$ cat config.mk
export PLATFORM = sky130hd
export DESIGN_NAME = video_out_gen
export DESIGN_NICKNAME = d
export VERILOG_FILES = /design/src/rtl/video_pkg.sv /design/src/rtl/video_timing_gen.sv /design/src/rtl/video_out_gen.sv
export SDC_FILE = /design/constraint.sdc
export NUM_CORES = 1
export LEC_CHECK = 0
export CELL_PAD_IN_SITES_DETAIL_PLACEMENT = 1
export CELL_PAD_IN_SITES_GLOBAL_PLACEMENT = 1
export CORE_ASPECT_RATIO = 1.75
export CORE_UTILIZATION = 38
export CTS_BUF_LIST = sky130_fd_sc_hd__clkbuf_8
export CTS_CLUSTER_SIZE = 24
export DETAILED_ROUTE_END_ITERATION = 12
export HOLD_SLACK_MARGIN = 0.12
export PLACE_DENSITY = 0.75
export SLEW_MARGIN = 20
export SYNTH_ARGS = -nofsm -noshare
export SYNTH_HDL_FRONTEND = slang
export SYNTH_HIERARCHICAL = 1
export SYNTH_SLANG_ARGS = --single-unit
$ cat constraint.sdc
create_clock -name clk -period 2.03 [get_ports clk]
set_input_delay 0.3045 -clock clk [delete_from_list [all_inputs] [get_ports clk]]
set_output_delay 0.3045 -clock clk [all_outputs]
set_load 0.05 [all_outputs]
$ cat src/rtl/video_pkg.sv
// video_pkg
//   Definitions shared by the video input and output paths.
//   - Default raster geometry (active area plus blanking).
//   - Pixel and packed-word types. A 32-bit FIFO word carries four pixels,
//     with the leftmost pixel in the most significant byte.
//   - The output-side FSM state type.
package video_pkg;

  localparam int p_WIDTH  = 640;  // active pixels per line
  localparam int p_HEIGHT = 480;  // active lines per frame
  localparam int p_LSYNC  = 160;  // horizontal blanking cycles per line
  localparam int p_FSYNC  = 40;   // vertical blanking lines per frame

  localparam int H_TOTAL = p_WIDTH + p_LSYNC;
  localparam int V_TOTAL = p_HEIGHT + p_FSYNC;

  // Width of the raster counters (h and v)
  localparam int CNT_W = 10;

  typedef logic [7:0] pixel_t;

  typedef struct packed {
    pixel_t pixel_0;  // leftmost pixel, bits [31:24]
    pixel_t pixel_1;
    pixel_t pixel_2;
    pixel_t pixel_3;  // rightmost pixel, bits [7:0]
  } pixel_pack_t;

  typedef enum logic {
    ST_IDLE = 1'b0,
    ST_RUN  = 1'b1
  } out_state_t;

endpackage

$ cat src/rtl/video_timing_gen.sv
// video_timing_gen
//   Raster counters for the output path.
//   - h_cnt runs 0..p_WIDTH+p_LSYNC-1.
//   - v_cnt advances each time h_cnt wraps, and runs 0..p_HEIGHT+p_FSYNC-1.
//   - Both counters hold while run is low.
// Ports:
//   clk, nRST    clock and asynchronous active-low reset
//   run          counter enable
//   active       current (h,v) is inside the active picture
//   fv           current line is one of the active lines
//   group_start  first pixel of a 4-pixel group inside the active picture
//   pix_phase    h_cnt[1:0], the pixel position within its group
module video_timing_gen #(
  parameter int p_WIDTH  = video_pkg::p_WIDTH,
  parameter int p_HEIGHT = video_pkg::p_HEIGHT,
  parameter int p_LSYNC  = video_pkg::p_LSYNC,
  parameter int p_FSYNC  = video_pkg::p_FSYNC
) (
  input  logic       clk,
  input  logic       nRST,
  input  logic       run,
  output logic       active,
  output logic       fv,
  output logic       group_start,
  output logic [1:0] pix_phase
);
  import video_pkg::*;

  localparam logic [CNT_W-1:0] H_ACT  = CNT_W'(p_WIDTH);
  localparam logic [CNT_W-1:0] V_ACT  = CNT_W'(p_HEIGHT);
  localparam logic [CNT_W-1:0] H_LAST = CNT_W'(p_WIDTH + p_LSYNC - 1);
  localparam logic [CNT_W-1:0] V_LAST = CNT_W'(p_HEIGHT + p_FSYNC - 1);

  logic [CNT_W-1:0] h_cnt;
  logic [CNT_W-1:0] v_cnt;

  always_ff @(posedge clk or negedge nRST) begin
    if (!nRST) begin
      h_cnt <= '0;
      v_cnt <= '0;
    end else if (run) begin
      if (h_cnt == H_LAST) begin
        h_cnt <= '0;
        if (v_cnt == V_LAST) v_cnt <= '0;
        else                 v_cnt <= v_cnt + 1'b1;
      end else begin
        h_cnt <= h_cnt + 1'b1;
      end
    end
  end

  assign active      = (h_cnt < H_ACT) && (v_cnt < V_ACT);
  assign fv          = (v_cnt < V_ACT);
  assign pix_phase   = h_cnt[1:0];
  assign group_start = active && (h_cnt[1:0] == 2'b00);

endmodule

$ cat src/rtl/video_out_gen.sv
// video_out_gen
//   Pops 32-bit words (4 packed pixels) from a show-ahead FIFO and streams
//   them one pixel per clock with line_valid/frame_valid framing.
//   - After reset the block waits in IDLE until the FIFO holds a word.
//   - It then runs frames back-to-back and never stalls. A group whose
//     word is missing is sent as four zero pixels and flagged on underrun.
// Ports:
//   clk, nRST    clock and asynchronous active-low reset
//   fifo_data    FIFO head word; pixel_0 is in [31:24]
//   fifo_empty   FIFO has no valid head word
//   r_e          pop strobe (combinational), one cycle per consumed word
//   pixel_out    current pixel, 0 outside the active area
//   line_valid   active pixel of an active line
//   frame_valid  active lines, including their horizontal blanking
//   underrun     one-cycle pulse after a group start that found the FIFO empty
//   fsm_state    current FSM state, for observation
module video_out_gen #(
  parameter int p_WIDTH  = video_pkg::p_WIDTH,
  parameter int p_HEIGHT = video_pkg::p_HEIGHT,
  parameter int p_LSYNC  = video_pkg::p_LSYNC,
  parameter int p_FSYNC  = video_pkg::p_FSYNC
) (
  input  logic                   clk,
  input  logic                   nRST,
  input  logic [31:0]            fifo_data,
  input  logic                   fifo_empty,
  output logic                   r_e,
  output logic [7:0]             pixel_out,
  output logic                   line_valid,
  output logic                   frame_valid,
  output logic                   underrun,
  output video_pkg::out_state_t  fsm_state
);
  import video_pkg::*;

  if (p_WIDTH % 4 != 0) begin : g_width_check
    $error("video_out_gen: p_WIDTH (%0d) must be a multiple of 4", p_WIDTH);
  end

  // FIFO handshake: a word is consumed on any cycle where r_e is high.
  // r_e can only rise when fifo_empty is low, so the FIFO never sees a
  // pop while it is empty.

  out_state_t  state;
  pixel_pack_t word_hold;
  pixel_pack_t fifo_word;
  logic        run;
  logic        active;
  logic        fv;
  logic        group_start;
  logic [1:0]  pix_phase;

  assign fifo_word = fifo_data;
  assign run       = (state == ST_RUN);
  assign fsm_state = state;

  video_timing_gen #(
    .p_WIDTH  (p_WIDTH),
    .p_HEIGHT (p_HEIGHT),
    .p_LSYNC  (p_LSYNC),
    .p_FSYNC  (p_FSYNC)
  ) u_timing (
    .clk         (clk),
    .nRST        (nRST),
    .run         (run),
    .active      (active),
    .fv          (fv),
    .group_start (group_start),
    .pix_phase   (pix_phase)
  );

  assign r_e = run && group_start && !fifo_empty;

  always_ff @(posedge clk or negedge nRST) begin
    if (!nRST) begin
      state       <= ST_IDLE;
      word_hold   <= '0;
      pixel_out   <= '0;
      line_valid  <= 1'b0;
      frame_valid <= 1'b0;
      underrun    <= 1'b0;
    end else begin
      case (state)
        ST_IDLE: begin
          pixel_out   <= '0;
          line_valid  <= 1'b0;
          frame_valid <= 1'b0;
          underrun    <= 1'b0;
          if (!fifo_empty) state <= ST_RUN;
        end
        ST_RUN: begin
          line_valid  <= active;
          frame_valid <= fv;
          underrun    <= group_start && fifo_empty;
          // A missing word is replaced by zeros so the whole group blanks
          if (group_start) word_hold <= fifo_empty ? '0 : fifo_word;
          if (!active) begin
            pixel_out <= '0;
          end else begin
            // Phase 0 reads the FIFO head directly; word_hold only lands
            // at the end of this cycle
            case (pix_phase)
              2'd0:    pixel_out <= fifo_empty ? '0 : fifo_word.pixel_0;
              2'd1:    pixel_out <= word_hold.pixel_1;
              2'd2:    pixel_out <= word_hold.pixel_2;
              default: pixel_out <= word_hold.pixel_3;
            endcase
          end
        end
        default: state <= ST_IDLE;
      endcase
    end
  end

endmodule
==> reports/results.ini, run 1 <==
[hold_path]
min_from = word_hold[12]$_DFFE_PN0P_
hp-class = register to register

[floorplanning]
die_h_um = 111.7
fp.dieW_um = 64.68
rows = 39
io_pins = 48
initial_utilization = 0.3966
coreArea_um2 = 6588
dieArea_um2 = 7224

[power]
p_total_mw = 4.147
netSwitchingFraction = 0.3636
power_density_nw_per_um2 = 1197
p_comb_frac = 0.374
clkPwrFrac = 0.204
p_int_mw = 2.639
p_leak_nw = 1.509
switching_power_mw = 1.508
irDropWorstVdd_uv = 601.8
pwr-share-seq = 0.421

[routing]
route.detailed.drc = 0
antenna_left = 0
vias = 2038
drt_iter0_markers = 59
dr.pass1.iters = 4
drt-total-wl_mm = 6.322
routedWlPerCell_um = 16.09
via_per_inst = 5.186

[synthesis]
ys.flop_type = dfrtp_1
syn_inst = 250
syn-cell-area_um2 = 2613
yosysWarnings = 6
synthArstFlopShare = 1.000
netlist_top_cells_area = dfrtp_1 (54%), nand2b_1 (6.0%), o21ai_0 (5.2%), nand2_1 (5.0%), xnor2_1 (3.4%)
synth_commonest_cells = dfrtp_1 (56), nand2_1 (35), o21ai_0 (27)
synth_largest_area_cell = dfrtp_1
synth_edf_count = 0
yosysSeqAreaShare = 0.5364
synth_fp_nets = 288
synth.top_cell.area_share = 0.5364
ys_ff_latch = 56
syn-mean-instance-area_um2 = 10.45
synth_most_common_cell = dfrtp_1
synth_cell_type_count = 41

[place]
globalplace.congestion = 0.7709
dpl.cell_count = 380
dp_slack_ns = 0.02218
dp_hpwl_mm = 4.728
portBuffers = 47

[final_layout]
drive_gt1_frac = 0.1479
areaGrowthSynthToFinish_pct = 32.61
diodes = 0
seqCellArea_um2 = 1405
utilization = 0.5259
fillers = 738
stdcell_count = 393
multi_input_area_um2 = 1157
final_nets = 348

[sta]
setup-violations-final = 0
tns_ns = 0
fin_skew_ns = 0.01604
max-slew-margin-rel = 0.6571
tightest_slew_ns = 0.5128
max_freq_mhz = 506.5
fin_ws_ns = 0.05576
fin_crit_sh = 0.9725
finalMaxSlewViolations = 0
fin_crit_ns = 1.974
finalHoldViolCount = 0
rsz0062_at_grt = yes

[outcome]
status = completed

[setup_path]
rrSetupSlack_ns = 0.10
cp-end-kind = primary output
startpoint = u_timing/v_cnt[5]$_DFFE_PN0P_
critPathKind = register to primary output
cpLargestDelayFamily = simple AND/OR/NAND/NOR gates
max_stage_delay_ns = 0.45
cp-start-kind = register
critPathBufInv = 1
cp_max_fo = 4
critical_path.slowest_cell = dfrtp_2
r2r_start = u_timing/h_cnt[6]$_DFFE_PN0P_
cp.required_ns = 1.73
path_cells = nand4_1, nor2b_4, and3_4, nand2_4, nor2_4, buf_6
cp.arrival_ns = 1.67

[clock_tree]
insertion_delay_ns = 0.32
clkTransAtPathRegs_ns = 0.10
cts.sinks = 56
cts.htree.levels = 2
cts_made_buffers = 5
cts_buffer_depth = 2
cts_tree = yes
cts_root_buffer = clkbuf_8

[grt]
grt_max_degree = 49
grt.total_usage = 0.2006
grt_pass1_vias = 2208
grt_overflow = 0
grt_pass1_wl_mm = 10.78
antenna_found_initial = 0

[flow_run]
cap_violations = 0

==> flip-flops by register name, summed over array words and instances (netlist names) <==
register        count
pixel_out           8
u_timing/h_cnt     10
word_hold          24
line_valid          1
underrun            1
frame_valid         1
u_timing/v_cnt     10
fsm_state           1
==> metrics by stage <==
step,hold WS (ns),area (um2)
2_1_floorplan,0.008909,2616
3_3_place_gp,0.3087,3209
3_5_place_dp,0.3192,3209
4_1_cts,0.4918,3373
5_1_grt,0.5028,3465
6_report,0.4836,3465
==> routing by layer <==
metal | vias to the layer above | routed length [um] | GRT usage
met1 | 1007 | 2312 | 0.2101
li1 | 986 | - | -
met4 | 0 | 159 | 0.08593
met2 | 36 | 3723 | 0.3775
met3 | 9 | 127 | 0.03484
met5 | - | 0 | 0
==> repair_timing <==
action	CTS	global route
pin swaps	0	5
gates resized for setup	5	13
setup buffers	0	3
hold buffers	1	0
endpoints found under the hold margin	56	0
endpoints found under the setup margin	2	4
cloned	0	1
==> final timing paths <==
kind | to | depth (start not counted)
max | r_e | 6
min | word_hold[12]$_DFFE_PN0P_ | 2
max reg2reg | u_timing/v_cnt[3]$_DFFE_PN0P_ | 4
min reg2reg | word_hold[12]$_DFFE_PN0P_ | 2
max in group asynchronous | fsm_state$_DFF_PN0_ | 3
min in group asynchronous | u_timing/h_cnt[8]$_DFFE_PN0P_ | 3
==> layout make-up <==
| cell class | count | share of cell area |
|---|---|---|
| Inverter | 3 | 0.003250 |
| Tap cell | 82 | 0.02961 |
| Timing Repair Buffer | 67 | 0.1892 |
| Clock buffer | 5 | 0.01986 |
| Clock inverter | 3 | 0.01842 |
| Multi-Input combinational cell | 177 | 0.3341 |
| Sequential cell | 56 | 0.4056 |
==> placed cells by master (no fill, tap or decap), drive strengths merged, types with 3 or more instances in the layout <==
cell	n
nand2b	25
and3	6
nor2	9
a221oi	8
mux2i	8
dfrtp	56
buf	20
clkdlybuf4s50	44
xor2	3
a211oi	8
inv	4
xnor2	10
o21ai	28
nor3	4
nand3	5
ha	3
nand4	4
and2	4
nand2	35
clkbuf	6
==> logic make-up after synthesis <==
logic type	after synthesis	share of synthesized area
muxes	10	0.03927
and+or+nand+nor	103	0.2126
xor gates and xnor gates	13	0.04358
buffers and inverters	17	0.03687
AOI/OAI and AO/OA	48	0.1169
DFF	56	0.5364
adders and majority gates	3	0.01437
==> worst reg2reg max path, stage by stage (launching register included) <==
cell and delay [ns]:
dfrtp_1 0.42, or3_1 0.43, or4_4 0.45, or4_1 0.50, nand2_1 0.08
==> power by group through the flow <==
stage	clock network, mW	registers (mW)	logic (mW)
finish	0.847	1.75	1.55
global route	0.919	1.80	1.70
CTS	0.884	1.75	1.50
detailed placement	0	1.78	1.48
global placement	0	1.75	1.44
floorplan	0	1.99	0.738
(Power assumes the default switching activity.)
==> run 2: changes to the inputs <==
--- a/config.mk
+++ b/config.mk
@@ -8,10 +8,12 @@
 export CELL_PAD_IN_SITES_DETAIL_PLACEMENT = 1
 export CELL_PAD_IN_SITES_GLOBAL_PLACEMENT = 1
 export CORE_ASPECT_RATIO = 1.75
+export CORE_MARGIN = 1.5
 export CORE_UTILIZATION = 38
 export CTS_BUF_LIST = sky130_fd_sc_hd__clkbuf_8
 export CTS_CLUSTER_SIZE = 24
 export DETAILED_ROUTE_END_ITERATION = 12
+export GPL_TIMING_DRIVEN = 0
 export HOLD_SLACK_MARGIN = 0.12
 export PLACE_DENSITY = 0.75
 export SLEW_MARGIN = 20
==> reports/results.ini, run 2 (same netlist as run 1, synthesis figures left out) <==
[routing]
vias = 2140  ; +5.0%
dr.pass1.iters = 4  ; unchanged
route.detailed.drc = 0  ; unchanged
routedWlPerCell_um = 17.07  ; +6.1%
drt-total-wl_mm = 6.948  ; +9.9%
drt_iter0_markers = 83  ; +41%
via_per_inst = 5.258  ; +1.4%
antenna_left = 0  ; unchanged

[hold_path]
whs_path_depth = 3  ; +1
min_from = fifo_empty
hp-class = primary input to register

[floorplanning]
die_h_um = 112.7  ; +0.90%
dieArea_um2 = 7401  ; +2.5%
fp.dieW_um = 65.68  ; +1.5%
rows = 39  ; unchanged
io_pins = 48  ; unchanged
coreArea_um2 = 6588  ; unchanged
initial_utilization = 0.3966  ; unchanged

[final_layout]
drive_gt1_frac = 0.1908  ; +0.04286
layout_commonest_cell = dfrtp_1
utilization = 0.5387  ; +0.01272
fillers = 750  ; +1.6%
final_nets = 362  ; +4.0%
stdcell_count = 407  ; +3.6%
largest_reg_flops = 24  ; unchanged
final_cell_mix = dfrtp_1 (52), clkdlybuf4s50_1 (43), nand2_1 (33), o21ai_0 (26), nand2b_1 (25)
diodes = 0  ; unchanged
areaGrowthSynthToFinish_pct = 35.82
largestRegisters = word_hold x24, u_timing/h_cnt x10, u_timing/v_cnt x10
regMostFlops = word_hold

[sta]
max-slew-margin-rel = 0.5184  ; -0.1387
finalMaxSlewViolations = 0  ; unchanged
fin_crit_sh = 0.9706  ; -0.001914
max_freq_mhz = 507.5  ; +0.20%
fin_crit_ns = 1.970  ; -0.003885 ns
tightest_slew_ns = 0.7223  ; +0.2096 ns
setup-violations-final = 0  ; unchanged
fin_skew_ns = 0.006634  ; -0.009404 ns
finalHoldViolCount = 0  ; unchanged
rsz0062_at_grt = no

[setup_path]
r2r_start = u_timing/h_cnt[5]$_DFFE_PN0P_
cp.arrival_ns = 2.17  ; +0.50 ns
critPathKind = register to register
cp_max_fo = 7  ; +3
reg2reg_depth = 5  ; +1
cp.required_ns = 2.23  ; +0.50 ns
startpoint = u_timing/h_cnt[5]$_DFFE_PN0P_
cp-end-kind = register
cp-start-kind = register

[outcome]
status = completed

[grt]
grt_overflow = 0  ; unchanged
antenna_found_initial = 0  ; unchanged
grt_pass1_wl_mm = 11.56  ; +7.2%
grt_pass1_vias = 2369  ; +7.3%
grt_max_degree = 57  ; +16%
grt.total_usage = 0.2075  ; +0.006891

[clock_tree]
cts_root_buffer = clkbuf_8
cts_tree = yes
cts_buffer_depth = 2  ; unchanged
insertion_delay_ns = 0.31  ; about the same
cts.htree.levels = 2  ; unchanged
cts_made_buffers = 5  ; unchanged
cts.sinks = 56  ; unchanged
clkTransAtPathRegs_ns = 0.10  ; about the same

[place]
portBuffers = 46  ; -2.1%
dp_hpwl_mm = 4.833  ; +2.2%
dpl.cell_count = 378  ; -0.53%
globalplace.congestion = 0.7674  ; -0.45%

[power]
p_total_mw = 4.124  ; -0.55%
power_density_nw_per_um2 = 1162  ; -2.9%
irDropWorstVdd_uv = 451.8  ; -25%
p_leak_nw = 1.558  ; +3.2%

[flow_run]
cap_violations = 0  ; unchanged

[run 2: per-stage QoR]
stage,area [um2],hold WS [ns],setup TNS [ns],setup WS [ns]
global route,3548,0.4143,0,0.006389
CTS,3481,0.3859,-0.007030,-0.007030
finish,3548,0.3858,0,0.05965
detailed placement,3177,0.4087,-2.173,-0.5959
global placement,3179,0.4606,-65.88,-1.350
floorplan,2616,0.008909,-0.02267,-0.02267
[run 2: critical path, stage by stage (launching register included)]
cell,delay (ns)
dfrtp_2,0.44
or3_4,0.39
or4_4,0.42
clkbuf_8,0.17
o41ai_2,0.34
a22oi_2,0.09
[run 2: report_power, final]
group          internal (mW)  switching (mW)  total (mW)
clock                  0.269           0.354       0.623
combinational          0.730           0.993        1.72
sequential              1.51           0.264        1.78
[run 2: worst paths after layout]
| path | endpoint | slack [ns] |
|---|---|---|
| max | u_timing/v_cnt[9]$_DFFE_PN0P_ | 0.06 |
| min | word_hold[12]$_DFFE_PN0P_ | 0.39 |
| min reg2reg | word_hold[0]$_DFFE_PN0P_ | 0.49 |
| max reg2reg | u_timing/v_cnt[9]$_DFFE_PN0P_ | 0.06 |
| max in group asynchronous | u_timing/h_cnt[1]$_DFFE_PN0P_ | 0.93 |
| min in group asynchronous | u_timing/h_cnt[4]$_DFFE_PN0P_ | 0.57 |
[run 2: per-layer routing]
metal | track usage | vias up | wire length, um
met3 | 0.03407 | 11 | 163
met1 | 0.2244 | 1072 | 2562
met4 | 0.07361 | 0 | 153
li1 | - | 1017 | -
met2 | 0.3906 | 40 | 4069
met5 | 0 | - | 0
[run 2: area by class of cell]
class | instances | area [um2] | share of cell area
flip-flops and latches | 56 | 1406 | 0.3963
multi-input cells | 177 | 1215 | 0.3424
repair buffers | 68 | 633.1 | 0.1784
well taps | 82 | 102.6 | 0.02891
plain buffers | 13 | 90.09 | 0.02539
clock buffers | 6 | 82.58 | 0.02327
inverters | 3 | 11.26 | 0.003173
clock inverters | 2 | 7.507 | 0.002116
[run 2: what timing repair did]
item                       CTS  global route
hold buffers                 1             0
buffers inserted            14             7
gates resized for setup     30             7
hold endpoints to repair    56             0
pin swaps                    4             4
setup endpoints to repair   13             5
gates cloned                 0             0
==> RTL change, RTL diff (settings of run 1) <==
The package constant `CNT_W` goes from 10 to 5.
--- a/src/rtl/video_pkg.sv
+++ b/src/rtl/video_pkg.sv
@@ -16,5 +16,5 @@
 
   // Width of the raster counters (h and v)
-  localparam int CNT_W = 10;
+  localparam int CNT_W = 5;
 
   typedef logic [7:0] pixel_t;
Behaviour: not the same (a bounded check fails within 4 cycles, from zero or initial values and one cycle with nRST low).
==> RTL change against run 1 <==
Final area is 30% lower; sequential share of layout area up 2.0 points; power decreased by 40%; wire length fell by 36%; first-iteration DRC count is 80% lower; synthesized cell count down 29%; synthesized area is 28% lower; critical endpoint is now pixel_out[6]; sequential cell count fell by 15; register-to-register slack better by 0.32 ns; worst hold slack worse by 0.0012 ns; critical path depth down 5; worst setup slack improved by 0.26 ns.
==> RTL change: results (changes against run 1) <==
| Metric | Value |
|---|---|
| Main area contributors after synthesis | dfrtp_1 55%, nand2b_1 8.4%, o21ai_0 6.4% |
| RR Startpoint | u_timing/h_cnt[0] |
| Initial antenna violation count | 0 (unchanged) |
| Post-synthesis compound-gate area fraction | 14.6% (+3.0 points) |
| Peak supply drop | 1.07 mV (+77%) |
| Sequential fraction of the synthesis area | 54.8% (+1.2 points) |
| CP arrival | 1.41 ns (-0.26 ns) |
| Post-DP Area | 2320 um2 (-28%) |
| Crit path max-delay cell type | clkdlybuf4s50_1 |
| Xor and xnor area share after synthesis | 0% (-4.4 points) |
| Largest delay share family, worst path | buffers and inverters |
| Max transition margin | 14.0% (-52 points) |
| Number of library cell types mapped by synthesis | 25 (-39%) |
| Drt wl/cell | 14.9 um (-7.6%) |
| Final nets | 258 (-26%) |
| Skew final | 0.000536 ns (-0.0155 ns) |
| Crit path launch | pixel_out[6] |
| GRT Util Overall | 17.8% (-2.3 points) |
| Clock transition at the registers of the reported paths | 0.07 ns (-0.03 ns) |
| Worst r2r path cells | 6 (+2) |
| # H-tree levels | 2 (unchanged) |
| Grt ovf | 0 (unchanged) |
| Outcome | complete, no violations |
| CP max stage delay | 0.80 ns (+0.35 ns) |
| Post-cts gate resize count | 0 (-5) |
| GP Congestion | 0.754 (-2.2%) |
| Port bufs | 46 (-2.1%) |
| Yosys warns | 6 (unchanged) |
| Worst Path Max Fanout | 1 (-3) |
| Adder-cell area share of the yosys netlist | 1.34% (-0.099 points) |
| Mux share of post-synthesis cell area | 6.02% (+2.1 points) |
| Worst Hold Depth | 2 (unchanged) |
| Static leakage | 1.07 nW (-29%) |
| Drt first-iter violations | 12 (-80%) |
| Synth cell count leaders | 41 x dfrtp_1, 27 x nand2_1, 25 x nand2b_1 |
| First-pass GRT wire length | 6650 um (-38%) |
| HP Start | word_hold[11] |
| Top flop regs | word_hold (24), pixel_out (8), u_timing/h_cnt (5) |
| Share of post-route cells with drive strength above 1 | 8.11% (-6.7 points) |
| Later-pin clock latency in the skew report | 0.29 ns (-0.03 ns) |
| Max Cap Violations | 0 (unchanged) |
| Hold Path Class | flip-flop to flip-flop |
| Detailed-route via count | 1399 (-31%) |
| Largest net degree at the start of global routing | 50 (+2.0%) |
-- RTL change: worst paths after layout --
path,to,slack [ns]
setup / recovery,pixel_out[6],0.31
hold / removal,word_hold[11],0.48
setup reg to reg,u_timing/h_cnt[3],0.42
hold reg to reg,word_hold[11],0.48
max in group asynchronous,pixel_out[7],1.07
min in group asynchronous,word_hold[6],0.62
-- RTL change: logic make-up (layout without fill, tap and decap cells) --
group	Yosys count	count (layout)
other cells	1	3
mux	11	11
flops	41	41
simple gates	61	61
buf+inv	17	60
compound gates	44	44
fa+ha+maj	2	2
-- RTL change: power breakdown --
part / internal [mW] / total, mW / switching (mW)
logic: 0.404 / 0.965 / 0.561
clock network: 0.229 / 0.491 / 0.262
registers: 0.964 / 1.04 / 0.0746
-- RTL change: metrics by stage --
stage | total power [mW] | worst slack, ns | util, % | hold WS (ns) | cells
final | 2.49 | 0.312 | 51.3 | 0.482 | 274
after detailed placement | 2.02 | 0.441 | 49.4 | 0.408 | 265
after floorplan | 1.77 | 0.546 | - | 0.00891 | 179
after CTS | 2.53 | 0.291 | 51.3 | 0.490 | 274
after global placement | 1.97 | 0.592 | 49.4 | 0.388 | 265
after global routing | 2.65 | 0.255 | 51.3 | 0.502 | 274
-- RTL change: area by class of cell --
class | instances | area (um2)
inverter | 1 | 3.75
fill | 552 | 2290
tap | 52 | 65.1
clock buffer | 5 | 68.8
clock inverter | 3 | 11.3
sequential | 41 | 1030
multi-input combinational | 121 | 746
timing repair buffer | 51 | 493
-- RTL change: routing by layer --
layer	global-route usage [%]	vias to the layer above	share of wire (%)
li1	-	690	-
met1	19.9	671	40
met2	31.7	33	55
met3	3.38	5	3.2
met4	6.25	0	1.4
met5	0	-	0
